**config.mk**
```make
export PLATFORM = sky130hd
export DESIGN_NAME = binary_quiz_core
export DESIGN_NICKNAME = d
export VERILOG_FILES = /design/src/rtl/binary_quiz_pkg.sv /design/src/rtl/binary_quiz_core_lfsr16.sv /design/src/rtl/binary_quiz_core.sv
export SDC_FILE = /design/constraint.sdc
export NUM_CORES = 1
export LEC_CHECK = 0
export ABC_AREA = 0
export BUFFER_PORTS_ARGS = -buffer_cell sky130_fd_sc_hd__clkbuf_2
export CORE_MARGIN = 2
export CORE_UTILIZATION = 45
export DETAILED_ROUTE_END_ITERATION = 7
export PLACE_DENSITY_LB_ADDON = 0.05
export SETUP_SLACK_MARGIN = 0.02
export SYNTH_ARGS = -nofsm -noshare
export SYNTH_HDL_FRONTEND = slang
export SYNTH_SLANG_ARGS = --single-unit
```
**constraint.sdc**
```tcl
create_clock -name clk -period 3 [get_ports clk]
set_input_delay 0.45 -clock clk [delete_from_list [all_inputs] [get_ports clk]]
set_output_delay 0.45 -clock clk [all_outputs]
set_load 0.01 [all_outputs]
```
**src/rtl/binary_quiz_pkg.sv**
```systemverilog
// Shared types and constants for the binary-counting quiz engine.
// Latency: n/a (package only).
// Backpressure: n/a.
package binary_quiz_pkg;

    typedef enum logic [2:0] {
        IDLE,
        GEN,
        WAIT,
        RESULT,
        DONE
    } state_t;

    localparam int          LFSR_W            = 16;
    localparam logic [15:0] LFSR_TAPS         = 16'hB400;
    localparam logic [15:0] LFSR_DEFAULT_SEED = 16'hACE1;

    // Right-shifting Galois step for x^16+x^14+x^13+x^11+1.
    function automatic logic [LFSR_W-1:0] lfsr_next(input logic [LFSR_W-1:0] cur);
        logic [LFSR_W-1:0] nxt;
        nxt = cur >> 1;
        if (cur[0]) nxt = nxt ^ LFSR_TAPS;
        return nxt;
    endfunction

endpackage

```
**src/rtl/binary_quiz_core_lfsr16.sv**
```systemverilog
// Free-running 16-bit Galois LFSR used as the target source.
// Latency: new value every enabled cycle.
// Backpressure: none; ena low holds the register.
module lfsr16
    import binary_quiz_pkg::*;
#(
    parameter logic [15:0] SEED = LFSR_DEFAULT_SEED
) (
    input  logic        clk,
    input  logic        rst_n,
    input  logic        ena,
    output logic [15:0] q
);

    // An all-zero seed would lock the sequence at zero forever.
    localparam logic [15:0] SEED_EFF = (SEED == 16'h0) ? LFSR_DEFAULT_SEED : SEED;

    logic [15:0] q_q;
    logic [15:0] q_d;

    always_comb begin
        q_d = q_q;
        if (ena) q_d = lfsr_next(q_q);
    end

    always_ff @(posedge clk or negedge rst_n) begin
        if (!rst_n) q_q <= SEED_EFF;
        else        q_q <= q_d;
    end

    assign q = q_q;

endmodule

```
**src/rtl/binary_quiz_core.sv**
```systemverilog
// Quiz engine: draws a target, judges submitted answers, times out rounds, keeps score.
// Latency: verdict flags one cycle after the submit edge; next target RESULT_CYCLES+1 later.
// Backpressure: none; inputs are sampled levels, ena low freezes every register.
module binary_quiz_core
    import binary_quiz_pkg::*;
#(
    parameter int          WIDTH          = 8,
    parameter int          ROUNDS         = 10,
    parameter int          TIMEOUT_CYCLES = 1000,
    parameter int          RESULT_CYCLES  = 500,
    parameter logic [15:0] SEED           = 16'hACE1,
    localparam int         SW             = $clog2(ROUNDS + 1)
) (
    input  logic             clk,
    input  logic             rst_n,
    input  logic             ena,
    input  logic             start,
    input  logic             submit,
    input  logic [WIDTH-1:0] answer,
    output logic [WIDTH-1:0] target,
    output logic [SW-1:0]    score,
    output logic [SW-1:0]    round,
    output logic             active,
    output logic             correct,
    output logic             wrong,
    output logic             timeout,
    output logic             done
);

    // One down-counter serves both the answer window and the verdict hold.
    localparam int             CNT_MAX   = (TIMEOUT_CYCLES > RESULT_CYCLES) ? TIMEOUT_CYCLES : RESULT_CYCLES;
    localparam int             CW        = $clog2(CNT_MAX);
    localparam logic [CW-1:0]  TMO_INIT  = CW'(TIMEOUT_CYCLES - 1);
    localparam logic [CW-1:0]  RES_INIT  = CW'(RESULT_CYCLES - 1);
    localparam logic [SW-1:0]  ROUNDS_SW = SW'(ROUNDS);
    localparam logic [15:0]    LOW_MASK  = 16'((32'h1 << WIDTH) - 32'h1);

    logic [15:0]      lfsr_val;
    state_t           state_q,   state_d;
    logic [WIDTH-1:0] target_q,  target_d;
    logic [SW-1:0]    score_q,   score_d;
    logic [SW-1:0]    round_q,   round_d;
    logic [CW-1:0]    timer_q,   timer_d;
    logic             correct_q, correct_d;
    logic             wrong_q,   wrong_d;
    logic             timeout_q, timeout_d;
    logic             start_q,   start_d;
    logic             submit_q,  submit_d;
    logic             start_re;
    logic             submit_re;
    logic             draw_zero;
    logic [SW-1:0]    round_inc;

    lfsr16 #(.SEED(SEED)) u_lfsr (
        .clk   (clk),
        .rst_n (rst_n),
        .ena   (ena),
        .q     (lfsr_val)
    );

    always_comb begin
        state_d   = state_q;
        target_d  = target_q;
        score_d   = score_q;
        round_d   = round_q;
        timer_d   = timer_q;
        correct_d = correct_q;
        wrong_d   = wrong_q;
        timeout_d = timeout_q;
        start_d   = start_q;
        submit_d  = submit_q;
        start_re  = start & ~start_q;
        submit_re = submit & ~submit_q;
        draw_zero = ((lfsr_val & LOW_MASK) == 16'h0);
        round_inc = round_q + SW'(1);

        if (ena) begin
            start_d  = start;
            submit_d = submit;
            case (state_q)
                IDLE, DONE: begin
                    if (start_re) begin
                        state_d = GEN;
                        score_d = '0;
                        round_d = '0;
                    end
                end
                GEN: begin
                    // Zero is never a playable target.
                    target_d = draw_zero ? WIDTH'(1) : lfsr_val[WIDTH-1:0];
                    timer_d  = TMO_INIT;
                    state_d  = WAIT;
                end
                WAIT: begin
                    if (submit_re) begin
                        state_d = RESULT;
                        timer_d = RES_INIT;
                        if (answer == target_q) begin
                            correct_d = 1'b1;
                            if (score_q != ROUNDS_SW) score_d = score_q + SW'(1);
                        end else begin
                            wrong_d = 1'b1;
                        end
                    end else if (timer_q == '0) begin
                        state_d   = RESULT;
                        timer_d   = RES_INIT;
                        wrong_d   = 1'b1;
                        timeout_d = 1'b1;
                    end else begin
                        timer_d = timer_q - CW'(1);
                    end
                end
                RESULT: begin
                    if (timer_q == '0) begin
                        correct_d = 1'b0;
                        wrong_d   = 1'b0;
                        timeout_d = 1'b0;
                        round_d   = round_inc;
                        if (round_inc == ROUNDS_SW) begin
                            state_d  = DONE;
                            target_d = '0;
                        end else begin
                            state_d = GEN;
                        end
                    end else begin
                        timer_d = timer_q - CW'(1);
                    end
                end
                default: state_d = IDLE;
            endcase
        end
    end

    always_ff @(posedge clk or negedge rst_n) begin
        if (!rst_n) begin
            state_q   <= IDLE;
            target_q  <= '0;
            score_q   <= '0;
            round_q   <= '0;
            timer_q   <= '0;
            correct_q <= 1'b0;
            wrong_q   <= 1'b0;
            timeout_q <= 1'b0;
            start_q   <= 1'b0;
            submit_q  <= 1'b0;
        end else begin
            state_q   <= state_d;
            target_q  <= target_d;
            score_q   <= score_d;
            round_q   <= round_d;
            timer_q   <= timer_d;
            correct_q <= correct_d;
            wrong_q   <= wrong_d;
            timeout_q <= timeout_d;
            start_q   <= start_d;
            submit_q  <= submit_d;
        end
    end

    assign target  = target_q;
    assign score   = score_q;
    assign round   = round_q;
    assign active  = (state_q == GEN) || (state_q == WAIT) || (state_q == RESULT);
    assign correct = correct_q;
    assign wrong   = wrong_q;
    assign timeout = timeout_q;
    assign done    = (state_q == DONE);

endmodule
```
# Word level (Yosys, flattened, before mapping)
# Index checks and enable logic that the tools add are counted.
# totals
register_bits	50
ramBits	0
elab_cells	88
mem_count	0
latch_bits	0
romBits	0
# classes
order_cmp	0
shifts	0
add_sub_neg	3
div	0
reduce_logical	19
multipliers	0
n_bitwise	5
n_mux	32
n_eq_ne	18
# ops
operator	count
10-bit two-way mux	3
10-bit one-hot mux with 3 select lines	1
8-bit two-way mux	3
4-bit two-way mux	5
2-bit != test, second input constant	9
16-bit zero test	1
16-bit two-way mux	1
4-bit one-hot mux with 2 select lines	2
8-bit one-hot mux with 2 select lines	1
3-bit two-way mux	5
5-bit AND reduction	3
3-bit one-hot mux with 4 select lines	1
4-bit AND reduction	3
10-bit zero test	1
10-bit by 1-bit subtractor with 10-bit output, second input constant	1
4-bit by 1-bit adder with 4-bit output, second input constant	2
8-bit == test	1
2-bit nonzero test	4
1-bit two-way mux	7
3-bit by 2-bit == test with 1-bit output, second input constant	2
3-bit != test, second input constant	2
1-bit one-hot mux with 2 select lines	3
6-bit AND reduction	1
4-bit == test, second input constant	1
11 further kinds	14

# Depth between registers and ports, before layout
# logic_depth
ltp_word	5
depth_mapped	8

# Cells and area by module
# Synthesis repeated with hierarchy kept, for this count alone.
# hier_totals
cells_unflattened	252
area_unflattened_um2	2695.1
# by_module_without_submodules
mod	n_inst	cells_per_inst	seq_area_each_um2	area_per_inst_um2
binary_quiz_core	1	212	850.8	2039.5
lfsr16	1	40	410.4	655.6

# Worst setup path after synthesis
# No wires, ideal clock.
# synth_timing
path_kind	register -> register
start	reg timer_q[0]
end	reg wrong_q (netlist: wrong)
path_buffers	1
stages_incl_launch_ff	8
path_slack_ns	0.922
arrival_ns	1.959
cell_sequence	dfrtp_1 > inv_1 > ha_1 > or4b_4 > or4_1 > buf_2 > or2_4 > o21a_1
# synth_between
elab_chain_cells	3
word_cells_on_any_way	4
cone_classes	eq/ne: 2; reduce/logical: 2
# synth_rtl
element	line	source
start, declared	binary_quiz_core.sv:43	logic [CW-1:0] timer_q, timer_d;
start signal, assigned	binary_quiz_core.sv:151	timer_q <= timer_d;
10-bit zero test *	binary_quiz_core.sv:104, binary_quiz_core.sv:114	
3-bit != test (no source line) or 2-bit != test (tied branches)	--	
5-bit AND reduction (no source line) *	--	
end signal, assigned	binary_quiz_core.sv:153	wrong_q <= wrong_d;
end, declared	binary_quiz_core.sv:45	logic wrong_q, wrong_d;
# Mark *: on every way between the ends. The rest lies on a longest branch, timed or not.
# A chain may end at the register's enable or synchronous reset.

# Final worst setup path
# layout_timing
start	reg timer_q[0]
end	reg timer_q[2]
# layout_between
elab_chain_cells	4
word_cells_on_any_way	8
cone_classes	add/sub: 1; eq/ne: 1; mux: 4; reduce/logical: 2
# layout_rtl
element	line	source
10-bit by 1-bit subtractor with 10-bit output or 10-bit zero test (tied branches)	--	
10-bit two-way mux	binary_quiz_core.sv:104	end else if (timer_q == '0) begin
10-bit two-way mux	binary_quiz_core.sv:95	if (submit_re) begin
10-bit one-hot mux with 3 select lines	binary_quiz_core.sv:80	case (state_q)
# Parallel ways exist; a longest one is shown, timed or not. The select of a mux whose other input is x is not followed.

==> impl_metrics.env <==
export IMPL_run_status="finished, final reports clean"
export IMPL_wl_um=5780
export IMPL_cts_tree="yes"
export IMPL_layout_drive_gt1_share_pct=28.1
export IMPL_synthFlopType="dfrtp_1"
export IMPL_diodes=0
export IMPL_multi_input_area_mm2=0.00130
export IMPL_yosysSeqAreaShare_pct=48.0
export IMPL_end_kind="register"
export IMPL_fin_crit_ps=2210
export IMPL_max_freq_mhz=452
export IMPL_slew_viol_final=0
export IMPL_dp_worst_setup_slack_ps=811
export IMPL_yosys_warnings=0
export IMPL_criticalPathCategory="reg2reg"
export IMPL_coreArea_mm2=0.00557
export IMPL_cts_buffer_depth=2
export IMPL_firstDrtPassIters=4
export IMPL_timing_hold_violations_final=0
export IMPL_first_iter_violations=131
export IMPL_cts_buffers=5
export IMPL_cts_setup_buffers=0
export IMPL_arrival_ps=2460
export IMPL_setup_slack_ps=788
export IMPL_slew_headroom_pct=27.8
export IMPL_viasPerCell=5.59
export IMPL_wire_per_inst_um=16.1
export IMPL_cts_hold_buf=0
export IMPL_post_route_period_util_pct=73.7
export IMPL_antenna_found_initial=0
export IMPL_synth_distinct_cells=52
export IMPL_synthCells=250
export IMPL_path_clk_slew_ps=100
export IMPL_grt_pass1_wl_um=9580
export IMPL_drc_errors=0
export IMPL_hp_class="in2async"
export IMPL_tightest_slew_ps=1080
export IMPL_post_cts_resized=0
export IMPL_die_x_um=80.5
export IMPL_die_area_mm2=0.00647
export IMPL_yosys_register_bits=50
export IMPL_p_total_mw=2.45
export IMPL_ios=34
export IMPL_synth_edff_count=0
export IMPL_area_delta_synth_final_pct=14.0
export IMPL_grt_pass1_vias=1932
export IMPL_die_h_um=80.5
export IMPL_design_area_mm2=0.00300
export IMPL_port_buffers=33
export IMPL_regArea_mm2=0.00126
export IMPL_powerDensity_mw_per_mm2=816
export IMPL_crit_required_ps=3250
export IMPL_cap_violations=0
export IMPL_fin_skew_ps=5.91
export IMPL_setup_viol=0
export IMPL_nNetsFinal=306
export IMPL_num_vias=2011
export IMPL_track_usage_pct=19.5
export IMPL_initial_utilization_pct=47.2
export IMPL_worstSkewPairLatency_ps=310
export IMPL_grt_max_degree=43
export IMPL_num_rows=27
export IMPL_crit_path_max_fanout=10
export IMPL_post_synth_cell_area_avg_um2=10.5
export IMPL_ir_worst_vdd_v=0.000359
export IMPL_postPlaceCellArea_mm2=0.00288
export IMPL_htreeDepth=2
export IMPL_detail_route_antenna_nets=0
export IMPL_rsz0062_at_grt="no"
export IMPL_place_congestion=0.828
export IMPL_synth_fp_nets=269
export IMPL_utilization_pct=53.8
export IMPL_netlist_area_mm2=0.00263
export IMPL_grt_overflow=0
export IMPL_fillers=528
export IMPL_root_buffer="clkbuf_8"
export IMPL_tns_ps=0
export IMPL_async_reset_ff_share_pct=100
export IMPL_start_kind="register"
export IMPL_p_leak_nw=1.25
export IMPL_dpl_hpwl_um=4220
export IMPL_clock_sinks=50
worst max-delay path: stages, from the launching register on:
cell and delay [ps]:
dfrtp_1 410, inv_1 90, ha_1 160, or4b_4 470, or4_1 540, nand2_2 230
o21bai_2 150, o2bb2ai_1 110
cell usage in the layout (no fill, tap or decap), drive strengths merged, types with 4 or more instances in the layout:
master,n
dfstp,8
nand3,8
a22o,8
ha,6
xnor2,11
o21ai,12
buf,6
nand4,6
nand2,20
nand2b,4
nor4,4
clkbuf,39
inv,6
dfrtp,42
nor3,6
and2,4
o211ai,5
a21oi,13
o21a,4
nor2,15
xor2,4
mux2,15
final timing paths:
check	endpoint	slack, ps	from	depth (start not counted)
max	timer_q[2]	790	timer_q[0]	7
min	state_q[2]	320	rst_n	1
max reg2reg	timer_q[2]	790	timer_q[0]	7
min reg2reg	submit_q	500	submit_q	1
max in group asynchronous	u_lfsr.q[13]	1890	rst_n	2
min in group clk	start_q	380	start	2
cells by family after synthesis:
group                      Yosys count  share of synthesized area (%)
DFF                                 50                           48.0
buffers and inverters               14                           2.71
xor gates and xnor gates            15                           5.00
and+or+nand+nor                     84                           17.2
muxes                               16                           6.80
adders and majority gates            6                           2.85
AOI/OAI and AO/OA                   65                           17.5
flip-flops by register name (all words and copies together) (netlist names):
signal,count
wrong,1
round,4
state_q,3
timer_q,10
correct,1
u_lfsr.q,16
submit_q,1
score,4
start_q,1
timeout,1
target,8
per-layer routing:
metal,vias up,routed length (µm),GRT usage [%],part of all wire [%]
met3,6,183,4.16,3.2
met4,0,66,5.76,1.1
li1,991,-,-,-
met2,44,2520,29.0,44
met1,970,3010,28.5,52
met5,-,0,0,0
stage by stage:
step           hold slack, ps  instances
2_1_floorplan             154        250
3_3_place_gp              477        352
3_5_place_dp              483        352
4_1_cts                   354        360
5_1_grt                   365        360
6_report                  317        360
where the power goes:
| group | internal (mW) | switching, mW |
|---|---|---|
| combinational | 0.381 | 0.332 |
| sequential | 0.952 | 0.264 |
| clock | 0.275 | 0.244 |
cells in the mapped netlist, drive strengths merged, types with 5 or more instances:
library cell	count	area, µm²
a21oi	13	65.1
a22o	8	70.1
clkbuf	7	36.3
dfrtp	42	1050
dfstp	8	210
ha	6	75.1
inv	5	18.8
mux2	15	169
nand2	20	77.6
nand3	8	40.0
nand4	6	37.5
nor2	15	56.3
nor3	6	30.0
o211ai	5	37.5
o21ai	12	67.6
xnor2	11	96.3
area by class of cell:
class / count / share of cell area, %
sequential: 50 / 42.1
clock buffer: 6 / 2.75
inverter: 5 / 0.626
clock inverter: 2 / 1.29
multi-input combinational: 186 / 43.3
timing repair buffer: 39 / 7.01
tap: 72 / 3.00
Power figures use the tool's default switching activity.
